<file path="config.mk">
export PLATFORM = sky130hd
export DESIGN_NAME = regfile_sb
export DESIGN_NICKNAME = d
export VERILOG_FILES = /design/src/rtl/regfile_sb_pkg.sv /design/src/rtl/regfile_scoreboard.sv /design/src/rtl/regfile_sb.sv
export SDC_FILE = /design/constraint.sdc
export NUM_CORES = 2
export LEC_CHECK = 0
export BUFFER_PORTS_ARGS = -buffer_cell sky130_fd_sc_hd__buf_2
export CAP_MARGIN = 10
export CORE_MARGIN = 10
export CORE_UTILIZATION = 60
export CTS_CLUSTER_SIZE = 14
export DETAILED_ROUTE_END_ITERATION = 8
export PLACE_DENSITY_LB_ADDON = 0.15
export SLEW_MARGIN = 20
export SYNTH_ARGS = -nofsm -noshare
export SYNTH_HDL_FRONTEND = slang
export SYNTH_HIERARCHICAL = 1
export SYNTH_SLANG_ARGS = --single-unit
</file>
<file path="constraint.sdc">
create_clock -name clk -period 61.7 [get_ports clk]
set_input_delay 9.255 -clock clk [delete_from_list [all_inputs] [get_ports clk]]
set_output_delay 9.255 -clock clk [all_outputs]
set_load 0.01 [all_outputs]
</file>
<file path="src/rtl/regfile_sb_pkg.sv">
// Shared defaults and legal parameter ranges for the scoreboarded register file.
package regfile_sb_pkg;

  localparam int XLEN_DEFAULT      = 32;
  localparam int REG_NUM_DEFAULT   = 32;
  localparam int ADDR_SIZE_DEFAULT = 5;
  localparam int N_RD_DEFAULT      = 3;

  localparam int N_RD_MIN = 1;
  localparam int N_RD_MAX = 4;

endpackage

</file>
<file path="src/rtl/regfile_scoreboard.sv">
// Pending-writeback bit per register plus a registered popcount of those bits.
module regfile_scoreboard #(
  parameter int REG_NUM   = 32,
  parameter int ADDR_SIZE = 5
) (
  input  logic                 clk,
  input  logic                 rst,
  input  logic                 set_en,
  input  logic [ADDR_SIZE-1:0] set_rd,
  input  logic                 clr_en,
  input  logic [ADDR_SIZE-1:0] clr_rd,
  input  logic                 flush,
  output logic [REG_NUM-1:0]   pending,
  output logic [ADDR_SIZE:0]   pend_cnt
);

  localparam int CW = ADDR_SIZE + 1;

  logic [REG_NUM-1:0] pend_next;
  logic [CW-1:0]      cnt_next;

  function automatic logic tracked(input logic [ADDR_SIZE-1:0] a);
    return (a != '0) && (int'(a) < REG_NUM);
  endfunction

  // Clear first so a same-cycle set wins; flush overrides both.
  always_comb begin
    pend_next = pending;
    if (clr_en && tracked(clr_rd)) pend_next[clr_rd] = 1'b0;
    if (set_en && tracked(set_rd)) pend_next[set_rd] = 1'b1;
    if (flush) pend_next = '0;
    cnt_next = '0;
    for (int i = 0; i < REG_NUM; i++) cnt_next = cnt_next + CW'(pend_next[i]);
  end

  always_ff @(posedge clk or posedge rst) begin
    if (rst) begin
      pending  <= '0;
      pend_cnt <= '0;
    end else begin
      pending  <= pend_next;
      pend_cnt <= cnt_next;
    end
  end

endmodule

</file>
<file path="src/rtl/regfile_sb.sv">
// Multi-port register file with write-through bypass and a pending-writeback
// scoreboard that stalls issue on unready sources or busy destinations.
module regfile_sb
  import regfile_sb_pkg::*;
#(
  parameter int XLEN      = XLEN_DEFAULT,
  parameter int REG_NUM   = REG_NUM_DEFAULT,
  parameter int ADDR_SIZE = ADDR_SIZE_DEFAULT,
  parameter int N_RD      = N_RD_DEFAULT
) (
  input  logic                      clk,
  input  logic                      rst,
  input  logic [N_RD*ADDR_SIZE-1:0] rd_addr,
  output logic [N_RD*XLEN-1:0]      rd_data,
  output logic [N_RD-1:0]           rd_ready,
  input  logic                      issue_valid,
  input  logic [N_RD-1:0]           issue_src,
  input  logic                      issue_we,
  input  logic [ADDR_SIZE-1:0]      issue_rd,
  output logic                      issue_stall,
  input  logic                      wb_we,
  input  logic [ADDR_SIZE-1:0]      wb_rd,
  input  logic [XLEN-1:0]           wb_data,
  input  logic                      flush,
  output logic [ADDR_SIZE:0]        pend_cnt
);

  if (N_RD < N_RD_MIN || N_RD > N_RD_MAX || REG_NUM > (2 ** ADDR_SIZE)) begin : g_bad_params
    $error("regfile_sb: illegal N_RD / REG_NUM / ADDR_SIZE combination");
  end

  logic [XLEN-1:0]    regs [REG_NUM];
  logic [REG_NUM-1:0] pending;
  logic               src_block;
  logic               dest_block;
  logic               set_en;

  function automatic logic valid_reg(input logic [ADDR_SIZE-1:0] a);
    return (a != '0) && (int'(a) < REG_NUM);
  endfunction

  function automatic logic pend_of(input logic [ADDR_SIZE-1:0] a);
    return valid_reg(a) ? pending[a] : 1'b0;
  endfunction

  always_ff @(posedge clk or posedge rst) begin
    if (rst) begin
      for (int i = 0; i < REG_NUM; i++) regs[i] <= '0;
    end else if (wb_we && valid_reg(wb_rd)) begin
      regs[wb_rd] <= wb_data;
    end
  end

  // Bypass is masked during reset so every read is zero while rst is high.
  for (genvar k = 0; k < N_RD; k++) begin : g_rd
    logic [ADDR_SIZE-1:0] addr;
    logic                 bypass;
    assign addr   = rd_addr[k*ADDR_SIZE +: ADDR_SIZE];
    assign bypass = !rst && wb_we && valid_reg(addr) && (wb_rd == addr);
    assign rd_data[k*XLEN +: XLEN] = bypass ? wb_data
                                   : (valid_reg(addr) ? regs[addr] : '0);
    assign rd_ready[k] = !pend_of(addr) || bypass;
  end

  assign src_block   = |(issue_src & ~rd_ready);
  assign dest_block  = issue_we && pend_of(issue_rd) && !(wb_we && (wb_rd == issue_rd));
  assign issue_stall = issue_valid && (flush || src_block || dest_block);
  assign set_en      = issue_valid && !issue_stall && issue_we;

  regfile_scoreboard #(
    .REG_NUM  (REG_NUM),
    .ADDR_SIZE(ADDR_SIZE)
  ) u_scoreboard (
    .clk     (clk),
    .rst     (rst),
    .set_en  (set_en),
    .set_rd  (issue_rd),
    .clr_en  (wb_we),
    .clr_rd  (wb_rd),
    .flush   (flush),
    .pending (pending),
    .pend_cnt(pend_cnt)
  );

endmodule

</file>
==> flow_metrics.env <==
export IMPL_status="finished clean"
export IMPL_post_cts_setup_buffers=0
export IMPL_slew_viol_final=0
export IMPL_grt_pass1_wl_um=297000
export IMPL_end_kind="output pin"
export IMPL_maxCapViolCount=0
export IMPL_ys_async_sr_fraction_pct=100
export IMPL_die_w_um=353
export IMPL_cp_data_required_time_ns=52.44
export IMPL_clock_sinks=1062
export IMPL_p_leak_uw=0.0302
export IMPL_cp_max_fo=76
export IMPL_synth_distinct_cells=59
export IMPL_gr_total_overflow=0
export IMPL_criticalPathCategory="in2out"
export IMPL_wl_per_cell_um=35.1
export IMPL_synth_area_leaders="dfrtp_1 (40%), mux4_2 (33%), mux2_2 (17%)"
export IMPL_final_cell_mix="dfrtp_1 (1062), mux2_2 (1007), mux4_2 (983), buf_2 (159), clkbuf_16 (119)"
export IMPL_coreArea_um2=111000
export IMPL_tightestPinTransition_ns=1.17
export IMPL_setup_viol=0
export IMPL_place_hpwl_um=109000
export IMPL_synth_seq_cells=1062
export IMPL_gp_congestion=0.870
export IMPL_rsz0062_at_grt="false"
export IMPL_slowest_stage="buf_4"
export IMPL_numCtsBuffers=117
export IMPL_seq_area_um2=26600
export IMPL_dr_total_vias=42600
export IMPL_grt_pass1_vias=43800
export IMPL_syn_area_um2=66700
export IMPL_grt_max_degree=141
export IMPL_netlist_top_cell_by_area="dfrtp_1"
export IMPL_via_per_inst=7.53
export IMPL_grt_util_all_layers_pct=31.9
export IMPL_cts_root_buf="clkbuf_16"
export IMPL_die_area_um2=125000
export IMPL_fillCellCount=7917
export IMPL_start_util_pct=60.3
export IMPL_worst_path_buf_inv=5
export IMPL_cts_buffer_depth=3
export IMPL_synth_cells=4218
export IMPL_synth_area_per_cell_um2=15.8
export IMPL_ys_flop_type="dfrtp_1"
export IMPL_path_cells="buf_8 > buf_4 > buf_12 > xnor2_1 > nand4_1 > or3_4 > buf_4 > nor2_1 > a211oi_1 > buf_2"
export IMPL_critPathLaunchType="input port"
export IMPL_synth_seq_area_share_pct=39.9
export IMPL_ir_drop_mv=0.0218
export IMPL_portBuffers=171
export IMPL_fin_skew_ns=0.0107
export IMPL_max_freq_mhz=43.9
export IMPL_wl_um=199000
export IMPL_fin_setup_tns_ns=0
export IMPL_drc_errors=0
export IMPL_cts_resized=0
export IMPL_htree_levels=3
export IMPL_cts_tree="done"
export IMPL_path_clk_slew_ns=0.06
export IMPL_final_core_util_pct=65.5
export IMPL_slew_headroom_pct=22.1
export IMPL_syn2layout_area_growth_pct=8.48
export IMPL_ant_nets=0
export IMPL_timing_final_crit_share_pct=36.9
export IMPL_syn_nets=4315
export IMPL_power_density_nw_per_um2=30.9
export IMPL_final_common_cell="dfrtp_1"
export IMPL_slowest_delay_ns=0.76
export IMPL_cpMostUsedCell="buf_4"
export IMPL_final_hold_viol_count=0
export IMPL_hold_path_class="reg2reg"
export IMPL_cp_arrival_ns=13.53
export IMPL_synth_edf_count=0
export IMPL_drive_gt1_share_pct=59.4
export IMPL_critPathTopFamily="buffers and inverters"
export IMPL_grt_antenna_before_repair=2
export IMPL_cts_hold_fix_buffers=0
export IMPL_synth_top_area_share_pct=39.9
export IMPL_dr_first_iter_drc_count=4778
export IMPL_ios=172
export IMPL_diodes=0
export IMPL_first_pass_iters=5
export IMPL_dieHeight_um=353
export IMPL_num_rows=122
export IMPL_fin_nets=4174
export IMPL_worstSkewPairLatency_ns=0.70
export IMPL_layout_min_cycle_time_ns=22.79
export IMPL_yosysWarningCount=6
export IMPL_multi_input_area_um2=38100
[report_power, final]
group	total, uW	leakage, uW	switching [uW]	internal (uW)
Clock	739	0.00197	301	438
Sequential	945	0.0137	120	824
Combinational	553	0.0145	207	346
Total	2240	0.0302	628	1610
[sequential cells by signal, summed over array words and instances (netlist names)]
signal                 count
u_scoreboard/pend_cnt      6
u_scoreboard/pending      32
regs                    1024
[cell type report]
| cell class | count | share of cell area [%] |
|---|---|---|
| well taps | 1488 | 2.57 |
| multi-input cells | 2609 | 52.7 |
| inverters | 43 | 0.244 |
| clock buffers | 161 | 4.60 |
| repair buffers | 244 | 2.16 |
| clock inverters | 55 | 0.969 |
| flip-flops and latches | 1062 | 36.7 |
[kinds of logic after synthesis]
logic type	count (synthesis)	synth area share, %
AND/OR/NAND/NOR	262	1.92
multiplexers	2095	51.8
flip-flops	1062	39.9
XOR/XNOR	21	0.276
buffers and inverters	547	3.38
AO/OA/AOI/OAI	200	1.95
adder cells (fa/ha/maj)	31	0.852
[routing by layer]
metal	wire length (um)	share of wire (%)	vias to the layer above	GRT usage (%)
li1	-	-	16700	-
met1	76400	38	23100	43.9
met2	94500	48	2405	49.9
met3	19300	9.7	466	6.77
met4	8560	4.3	2	12.8
met5	11	0.0055	-	0
[synthesized netlist by cell type, types with 2 or more instances]
cell type and count:
dfrtp_1 1062, mux2_2 1007, mux4_2 983, clkbuf_1 298, buf_2 127, mux2i_1 105
nor2_1 99, o21ai_0 72, buf_1 71, a211oi_1 64, nand2_1 63, inv_1 41
nor2b_1 32, fa_1 24, o21ai_1 16, o21a_1 11, xor2_1 11, nand3_1 10
nand3b_1 10, xnor2_1 10, nand2b_1 8, ha_1 7, nand4_1 7, nor4_1 6
o22ai_1 6, buf_4 5, o221ai_1 5, nand4b_1 4, nor3b_1 4, or3b_4 4
a21oi_1 3, buf_6 3, o32ai_1 3, or4_1 3, a221oi_1 2, a2bb2oi_1 2
a31oi_1 2, a32o_1 2, inv_2 2, nor3_1 2, o2bb2ai_1 2, o31ai_1 2
or3_1 2
[stage by stage]
stage / setup slack (ns) / total power (uW) / hold slack [ns] / instance area [um^2] / cells
CTS: 38.74 / 2240 / 0.416 / 72300 / 5660
global route: 38.57 / 2330 / 0.429 / 72300 / 5662
global placement: 38.73 / 1480 / 0.394 / 68300 / 5444
detailed placement: 38.76 / 1500 / 0.402 / 68300 / 5444
floorplan: 23.63 / 1350 / 0.458 / 66700 / 4218
finish: 38.91 / 2240 / 0.413 / 72300 / 5662
[final timing paths]
| kind | from | endpoint | slack, ns | cells after the start |
|---|---|---|---|---|
| worst min register to register | regs[1023] | regs[1023] | 0.41 | 0 |
| worst max register to register | u_scoreboard/pending[11] | u_scoreboard/pend_cnt[4] | 53.71 | 24 |
| worst max-delay path | rd_addr[10] | rd_data[64] | 38.91 | 10 |
| max in group asynchronous | rst | regs[936] | 48.93 | 6 |
| worst min-delay path | regs[1023] | regs[1023] | 0.41 | 0 |
| min in group asynchronous | rst | u_scoreboard/pending[23] | 8.77 | 3 |
Note: power is estimated with default switching activity, not from simulation.
